[src/rtl/tft_fb_arbiter_pkg.sv]
// Shared constants, FSM state type and line base-address helper for the
// TFT frame-buffer arbiter.
package tft_pkg;

  localparam int unsigned H_ACTIVE = 800;
  localparam int unsigned V_ACTIVE = 480;
  localparam int unsigned AW       = 19;
  localparam int unsigned DW       = 16;
  localparam int unsigned YW       = 9;
  localparam int unsigned CW       = 10;

  typedef enum logic [1:0] {
    ST_IDLE  = 2'd0,
    ST_FETCH = 2'd1,
    ST_DRAIN = 2'd2
  } fsm_state_e;

  // y*800 as shift-add: 512 + 256 + 32
  function automatic logic [AW-1:0] line_base(input logic [YW-1:0] y);
    logic [AW-1:0] yw;
    yw = AW'(y);
    return (yw << 9) + (yw << 8) + (yw << 5);
  endfunction

endpackage

[src/rtl/tft_fb_arbiter_line_addr.sv]
// Registered frame-buffer read address / column generator for one line fetch.
//   i_start   : load base = y*800 and column 0
//   i_advance : step address and column by one
//   o_addr    : current read address, o_col current column, o_last column 799
module tft_line_addr
  import tft_pkg::*;
(
  input  logic          i_clk,
  input  logic          i_rst_n,
  input  logic          i_start,
  input  logic [YW-1:0] i_y,
  input  logic          i_advance,
  output logic [AW-1:0] o_addr,
  output logic [CW-1:0] o_col,
  output logic          o_last
);

  logic [AW-1:0] addr_q, addr_d;
  logic [CW-1:0] col_q, col_d;

  // next address/column
  always_comb begin
    addr_d = addr_q;
    col_d  = col_q;
    if (i_start) begin
      addr_d = line_base(i_y);
      col_d  = '0;
    end else if (i_advance) begin
      addr_d = addr_q + AW'(1);
      col_d  = col_q + CW'(1);
    end
  end

  always_ff @(posedge i_clk or negedge i_rst_n) begin
    if (!i_rst_n) begin
      addr_q <= '0;
      col_q  <= '0;
    end else begin
      addr_q <= addr_d;
      col_q  <= col_d;
    end
  end

  assign o_addr = addr_q;
  assign o_col  = col_q;
  assign o_last = (col_q == CW'(H_ACTIVE - 1));

endmodule

[src/rtl/tft_fb_arbiter.sv]
// Frame-buffer arbiter and line-prefetch sequencer. The display fetch owns the
// single-port RAM while a line is streaming; host writes get the RAM only when
// idle and no fetch is being requested.
//   i_fetch_req/i_fetch_y : start a line fetch (y >= 480 ignored)
//   i_host_*/o_host_ready : host write channel, zero-latency acceptance
//   o_mem_* / i_mem_rdata : single-port RAM, 1-cycle read latency
//   o_lb_*                : ping-pong line-buffer write port
//   o_fetch_done/o_underrun : line complete / fetch aborted by a new request
module tft_fb_arbiter
  import tft_pkg::*;
(
  input  logic          i_clk,
  input  logic          i_rst_n,
  input  logic          i_fetch_req,
  input  logic [YW-1:0] i_fetch_y,
  input  logic          i_host_valid,
  input  logic [AW-1:0] i_host_addr,
  input  logic [DW-1:0] i_host_data,
  output logic          o_host_ready,
  output logic          o_mem_en,
  output logic          o_mem_we,
  output logic [AW-1:0] o_mem_addr,
  output logic [DW-1:0] o_mem_wdata,
  input  logic [DW-1:0] i_mem_rdata,
  output logic          o_lb_we,
  output logic          o_lb_bank,
  output logic [CW-1:0] o_lb_addr,
  output logic [DW-1:0] o_lb_data,
  output logic          o_fetch_done,
  output logic          o_underrun
);

  fsm_state_e    state_q, state_d;
  logic          bank_q, bank_d;
  logic          lb_we_q, lb_we_d;
  logic [CW-1:0] lb_addr_q, lb_addr_d;
  logic          done_q, done_d;
  logic          under_q, under_d;

  logic          req_ok;
  logic          start;
  logic          advance;
  logic [AW-1:0] rd_addr;
  logic [CW-1:0] col;
  logic          last_col;
  logic          rd_active;
  logic          host_fire;

  assign req_ok = i_fetch_req && (i_fetch_y < YW'(V_ACTIVE));

  tft_line_addr u_line_addr (
    .i_clk     (i_clk),
    .i_rst_n   (i_rst_n),
    .i_start   (start),
    .i_y       (i_fetch_y),
    .i_advance (advance),
    .o_addr    (rd_addr),
    .o_col     (col),
    .o_last    (last_col)
  );

  // next state, strobes and pulses
  always_comb begin
    state_d = state_q;
    bank_d  = bank_q;
    done_d  = 1'b0;
    under_d = 1'b0;
    start   = 1'b0;
    advance = 1'b0;
    // a new request discards the word returning next cycle
    lb_we_d   = (state_q == ST_FETCH) && !req_ok;
    lb_addr_d = lb_we_d ? col : '0;
    case (state_q)
      ST_IDLE: begin
        if (req_ok) begin
          state_d = ST_FETCH;
          start   = 1'b1;
          bank_d  = ~bank_q;
        end
      end
      ST_FETCH: begin
        if (req_ok) begin
          under_d = 1'b1;
          start   = 1'b1;
          bank_d  = ~bank_q;
        end else if (last_col) begin
          state_d = ST_DRAIN;
          done_d  = 1'b1;
        end else begin
          advance = 1'b1;
        end
      end
      ST_DRAIN: begin
        if (req_ok) begin
          state_d = ST_FETCH;
          under_d = 1'b1;
          start   = 1'b1;
          bank_d  = ~bank_q;
        end else begin
          state_d = ST_IDLE;
        end
      end
      default: state_d = ST_IDLE;
    endcase
  end

  always_ff @(posedge i_clk or negedge i_rst_n) begin
    if (!i_rst_n) begin
      state_q   <= ST_IDLE;
      bank_q    <= 1'b0;
      lb_we_q   <= 1'b0;
      lb_addr_q <= '0;
      done_q    <= 1'b0;
      under_q   <= 1'b0;
    end else begin
      state_q   <= state_d;
      bank_q    <= bank_d;
      lb_we_q   <= lb_we_d;
      lb_addr_q <= lb_addr_d;
      done_q    <= done_d;
      under_q   <= under_d;
    end
  end

  // host owns the RAM only in IDLE with no fetch pending; reads and writes are exclusive
  assign rd_active    = (state_q == ST_FETCH);
  assign o_host_ready = i_rst_n && (state_q == ST_IDLE) && !req_ok;
  assign host_fire    = o_host_ready && i_host_valid;

  assign o_mem_en    = rd_active || host_fire;
  assign o_mem_we    = host_fire;
  assign o_mem_addr  = rd_active ? rd_addr : (host_fire ? i_host_addr : '0);
  assign o_mem_wdata = host_fire ? i_host_data : '0;

  assign o_lb_we      = lb_we_q;
  assign o_lb_bank    = bank_q;
  assign o_lb_addr    = lb_addr_q;
  assign o_lb_data    = lb_we_q ? i_mem_rdata : '0;
  assign o_fetch_done = done_q;
  assign o_underrun   = under_q;

endmodule

[config.mk]
export PLATFORM = sky130hd
export DESIGN_NAME = tft_fb_arbiter
export DESIGN_NICKNAME = d
export VERILOG_FILES = /design/src/rtl/tft_fb_arbiter_pkg.sv /design/src/rtl/tft_fb_arbiter_line_addr.sv /design/src/rtl/tft_fb_arbiter.sv
export SDC_FILE = /design/constraint.sdc
export NUM_CORES = 1
export LEC_CHECK = 0
export BUFFER_PORTS_ARGS = -buffer_cell sky130_fd_sc_hd__buf_4
export CAP_MARGIN = 20
export CORE_MARGIN = 5
export CORE_UTILIZATION = 51
export DETAILED_ROUTE_END_ITERATION = 6
export GPL_TIMING_DRIVEN = 0
export PLACE_DENSITY_LB_ADDON = 0.25
export SLEW_MARGIN = 0
export SYNTH_ARGS = -nofsm -noshare
export SYNTH_HDL_FRONTEND = slang
export SYNTH_SLANG_ARGS = --single-unit
[constraint.sdc]
create_clock -name i_clk -period 5.2 [get_ports i_clk]
set_input_delay 0.26 -clock i_clk [delete_from_list [all_inputs] [get_ports i_clk]]
set_output_delay 0.26 -clock i_clk [all_outputs]
set_load 0.05 [all_outputs]
==> impl.org <==
** Place
- Buffers placed on the I/O ports in this run total 131.
- The congestion estimate from routability-driven global placement came to 0.861.
- HPWL after detailed placement :: 7520 um

** Synth
- Number of synthesized flops with an enable pin :: 0
- Post-synthesis adder-cell area fraction :: 0.110
- Of all cell types, the one taking the most synthesized area is dfrtp_1.
- Synthesis handed over a netlist of 376 instances.
- Synthesis produced a netlist with a net count of 465.
- Of the total synthesized cell area, the portion taken by XOR and XNOR cells is 0.0646.
- Sequential element share of the synthesized area :: 0.346
- Yosys printed 0 warnings.
- Proportion of netlist area held by the largest area contributor :: 0.346
- By area, the combinational part of the netlist is dominated by simple AND/OR/NAND/NOR gates.
- In the synthesized netlist the dominant register cell turns out to be dfrtp_1.
- Netlist area before placement :: 3250 um^2
- The compound-cell area share of the yosys netlist was 0.132.
- After synthesis, the share of flip-flops with an asynchronous set or reset is 1.00.
- Of the total synthesized cell area, the portion taken by AND, OR, NAND and NOR gates is 0.288.
- In this run, distinct cell masters in the synthesized netlist total 49.
- The portion of synthesized area spent on multiplexers is 0.0219.
- Seq cells post-synth :: 45
- Ranked by total cell area, the synthesized netlist is headed by dfrtp_1, ha_1, nand2_1, and3_1, o21ai_0.
- Synth Area per Inst :: 8.66 um^2

** Routing
- Avg Vias per Cell :: 5.61
- Number of remaining DRC errors :: 0
- Before antenna repair, the detailed router went through 5 iterations.
- Post-detailed-routing wire length :: 9530 um
- DRC violation total after the first TritonRoute iteration :: 261
- The count of nets left with antenna violations once routing finished came out at 0.
- Vias :: 3,325
- In the final routed layout, each cell accounts on average for 16.1 um.

** Layout
- Fillers :: 493
- Fraction of layout cells with a size suffix above 1 :: 0.289
- Area growth syn-to-layout :: 36.7%
- Area taken by flip-flops and latches :: 1130 um^2
- In the final design database the tool counted 604 nets.
- The repair_antennas step left the layout with diodes totalling 0.
- For this run, the share of the core covered by cells in the final layout is 0.709.
- Total area of multi-input combinational cells :: 2010 um^2

** Setup path
- Measured in cells, the most critical reg-to-reg path has a length of 8.
- The number of buffers and inverters on the critical path is 5.
- Worst flop-to-flop path startpoint :: state_q[1]
- Along the worst path, the maximum fanout reaches 46.
- The kind of cell with the highest combined delay along the critical path is buffers and inverters.
- The worst setup path is captured at a primary output.
- Slowest cell on crit path :: dlygate4sd3_1
- The critical path crosses 9 cells after its start point.
- The worst setup path is launched from a primary input.
- The setup path with the least slack is of type primary input to primary output.
- Critical path data required time :: 4.94 ns
- In this run the critical register-to-register path is captured at u_line_addr.o_addr[17].
- Data on the critical path arrives at its endpoint at 2.86 ns.
- Maximum single-stage delay on the critical path :: 0.52 ns
- Internal reg-to-reg setup slack :: 2.82 ns
- The critical path goes through dlygate4sd3_1, buf_4, and3_1, clkbuf_1, and2_1, clkbuf_1, nand2_1, o21ai_0, buf_4.

** CTS
- Clock sink count :: 45
- The number of gates resized after CTS was 0.
- CTS tree :: yes
- In this run the clock root is driven by a clkbuf_8.
- Reg clk slew, reported paths :: 0.09 ns
- The later pin in the worst-skew pair is clocked with a latency of 0.31 ns.
- TritonCTS created 5 clock buffers.
- Max clock buf depth :: 2
- The H-tree generated during clock tree synthesis spans 2 levels.

** STA
- For the final routed database, the setup TNS stands at 0 ns.
- In the finished design, the share of the clock period the worst path needs comes to 0.599.
- Setup-violating endpoint count in the final report :: 0
- Count of final hold-check violations :: 0
- Minimum clock period after layout :: 3.12 ns
- Hold timing on the final database bottoms out at a slack of 0.223 ns.
- Worst setup skew after layout :: 0.0118 ns
- Based on the critical path, the design can be clocked at up to 0.321 GHz.
- Worst-case headroom to the max-slew limit :: 0.613
- Worst-margin pin slew :: 0.576 ns
- RSZ-0062 raised after global routing :: false
- Max-slew violation total from the final report :: 0

** Floorplan
- Top-Level Pins :: 132
- Height of the chip :: 89.9 um
- In this run the core area contains 29 standard-cell rows.
- Die area :: 8080 um^2
- Core Footprint :: 6280 um^2
- The die is 89.9 um wide.
- The initial utilization of the core area, before any placement, comes to 0.518.

** GRT
- Remaining global-route overflow :: 0
- GRT Total Usage :: 0.228
- The first global-routing pass estimated 15,500 um of wire.
- Largest net degree at the start of global routing :: 47
- The via count of the first global-routing pass came to 3,242.
- The number of antenna violations at the first check in global routing came to 0.

** Hold path
- Terminating pin of the worst hold path :: u_line_addr.o_addr[7]
- In this run the worst hold path is classified as primary input to flip-flop.
- Number of cells traversed by the worst hold path :: 3
- The worst hold path begins at i_fetch_y[2].

** Power and ir drop
- The analysis attributes to cell leakage a power of 2.22 nW.
- Switching fraction of total power :: 0.488
- Dividing total power by cell area gives a power density of 355 nW/um^2.
- Clk network pwr share :: 0.155
- Worst vdd rail ir drop :: 0.000219 V
- Internal power of the cells :: 0.000809 W
- Logic pwr share :: 0.547
- The share of total power dissipated in sequential elements is 0.299.
- Net Switching :: 0.000771 W

** Run
- Across the run, the number of max-cap violations was 0.

** Status
- Result of the run :: complete, no violations
[kinds of logic after synthesis]
logic type | after synthesis
AOI/OAI and AO/OA | 68
xor gates and xnor gates | 24
adders and majority gates | 25
buffers and inverters | 32
DFF | 45
muxes | 7
and+or+nand+nor | 175
[worst max path at each step]
stage          slack, ns         start                     end
6_report            2.08       i_rst_n          o_mem_addr[10]
5_1_grt             1.78       i_rst_n          o_mem_addr[16]
4_1_cts             2.04       i_rst_n          o_mem_addr[13]
3_5_place_dp        2.31  i_fetch_y[0]  u_line_addr.o_addr[17]
3_3_place_gp        2.36  i_fetch_y[0]  u_line_addr.o_addr[17]
2_1_floorplan       1.96    state_q[0]          o_mem_addr[10]
[sequential cells by signal, indices dropped and copies added, names as in the netlist]
signal	cells
u_line_addr.o_col	10
state_q	2
o_lb_addr	10
o_lb_bank	1
o_fetch_done	1
u_line_addr.o_addr	19
o_lb_we	1
o_underrun	1
[synth_stat cells (8+ instances only)]
cell type,n
nand2_1,54
and3_1,28
clkbuf_1,18
xnor2_1,18
o21ai_0,32
ha_1,19
inv_1,10
nand4_1,9
and2_1,22
nor2_1,20
nand3_1,13
dfrtp_1,45
nor3_1,8
[tightest hold or removal path, delay by kind of cell]
family,cells,cell delay [ns]
AOI/OAI and AO/OA,1,0.07
buffers and inverters,1,0.11
and+or+nand+nor,1,0.06
[per-stage QoR]
stage	worst slack [ns]	total power, W	cells	instance area [um^2]
final	2.08	0.00158	593	4450
after CTS	2.04	0.00158	593	4450
after floorplan	1.96	0.00105	376	3250
after global placement	2.36	0.00132	584	4330
after global routing	1.78	0.00166	593	4450
after detailed placement	2.31	0.00134	584	4330
[layout make-up]
type / count / area share
well taps: 77 / 0.0217
flip-flops and latches: 45 / 0.253
plain buffers: 22 / 0.0191
repair buffers: 132 / 0.223
clock buffers: 7 / 0.0217
inverters: 10 / 0.00844
multi-input cells: 299 / 0.451
clock inverters: 1 / 0.00197
[layer usage]
layer,vias up,wire [um],track usage
met1,1561,3900,0.280
li1,1603,-,-
met3,24,652,0.0551
met4,0,249,0.0744
met2,137,4720,0.393
met5,-,0,0
[repair_timing]
action / CTS / global route
hold buffers: 1 / 0
setup buffers: 0 / 0
hold endpoints to repair: 45 / 0
[placed cells by master (no fill, tap or decap), types with 2 or more instances in the layout]
cell / synthesis / routed
buf_2: 2 / 2
clkbuf_8: 0 / 7
xnor2_1: 18 / 18
xor2_1: 6 / 6
mux2i_1: 6 / 6
o21a_1: 3 / 3
a311o_1: 2 / 2
nor2_1: 20 / 20
a21oi_1: 6 / 6
fa_1: 6 / 6
a21o_1: 5 / 5
o21bai_1: 2 / 2
and4_1: 2 / 2
ha_1: 19 / 19
buf_1: 2 / 2
inv_1: 10 / 10
nor3_1: 8 / 8
a211o_1: 3 / 3
o21ai_0: 32 / 32
nor4_1: 6 / 6
a211oi_1: 4 / 4
nand2b_1: 2 / 2
a21boi_0: 2 / 2
dfrtp_1: 45 / 45
clkbuf_1: 18 / 18
nand2_1: 54 / 54
nand4_1: 9 / 9
buf_4: 0 / 131
and3_1: 28 / 28
nand3_1: 13 / 13
and2_1: 22 / 22
o32ai_1: 2 / 2
[power groups by stage]
stage                     combinational (W)  sequential (W)  clock (W)
after CTS                          0.000865        0.000470   0.000245
final                              0.000864        0.000472   0.000244
after floorplan                    0.000561        0.000491          0
after global routing               0.000922        0.000480   0.000262
after detailed placement           0.000861        0.000476          0
after global placement             0.000847        0.000473          0
No activity file was read; power rests on OpenSTA's default activity.
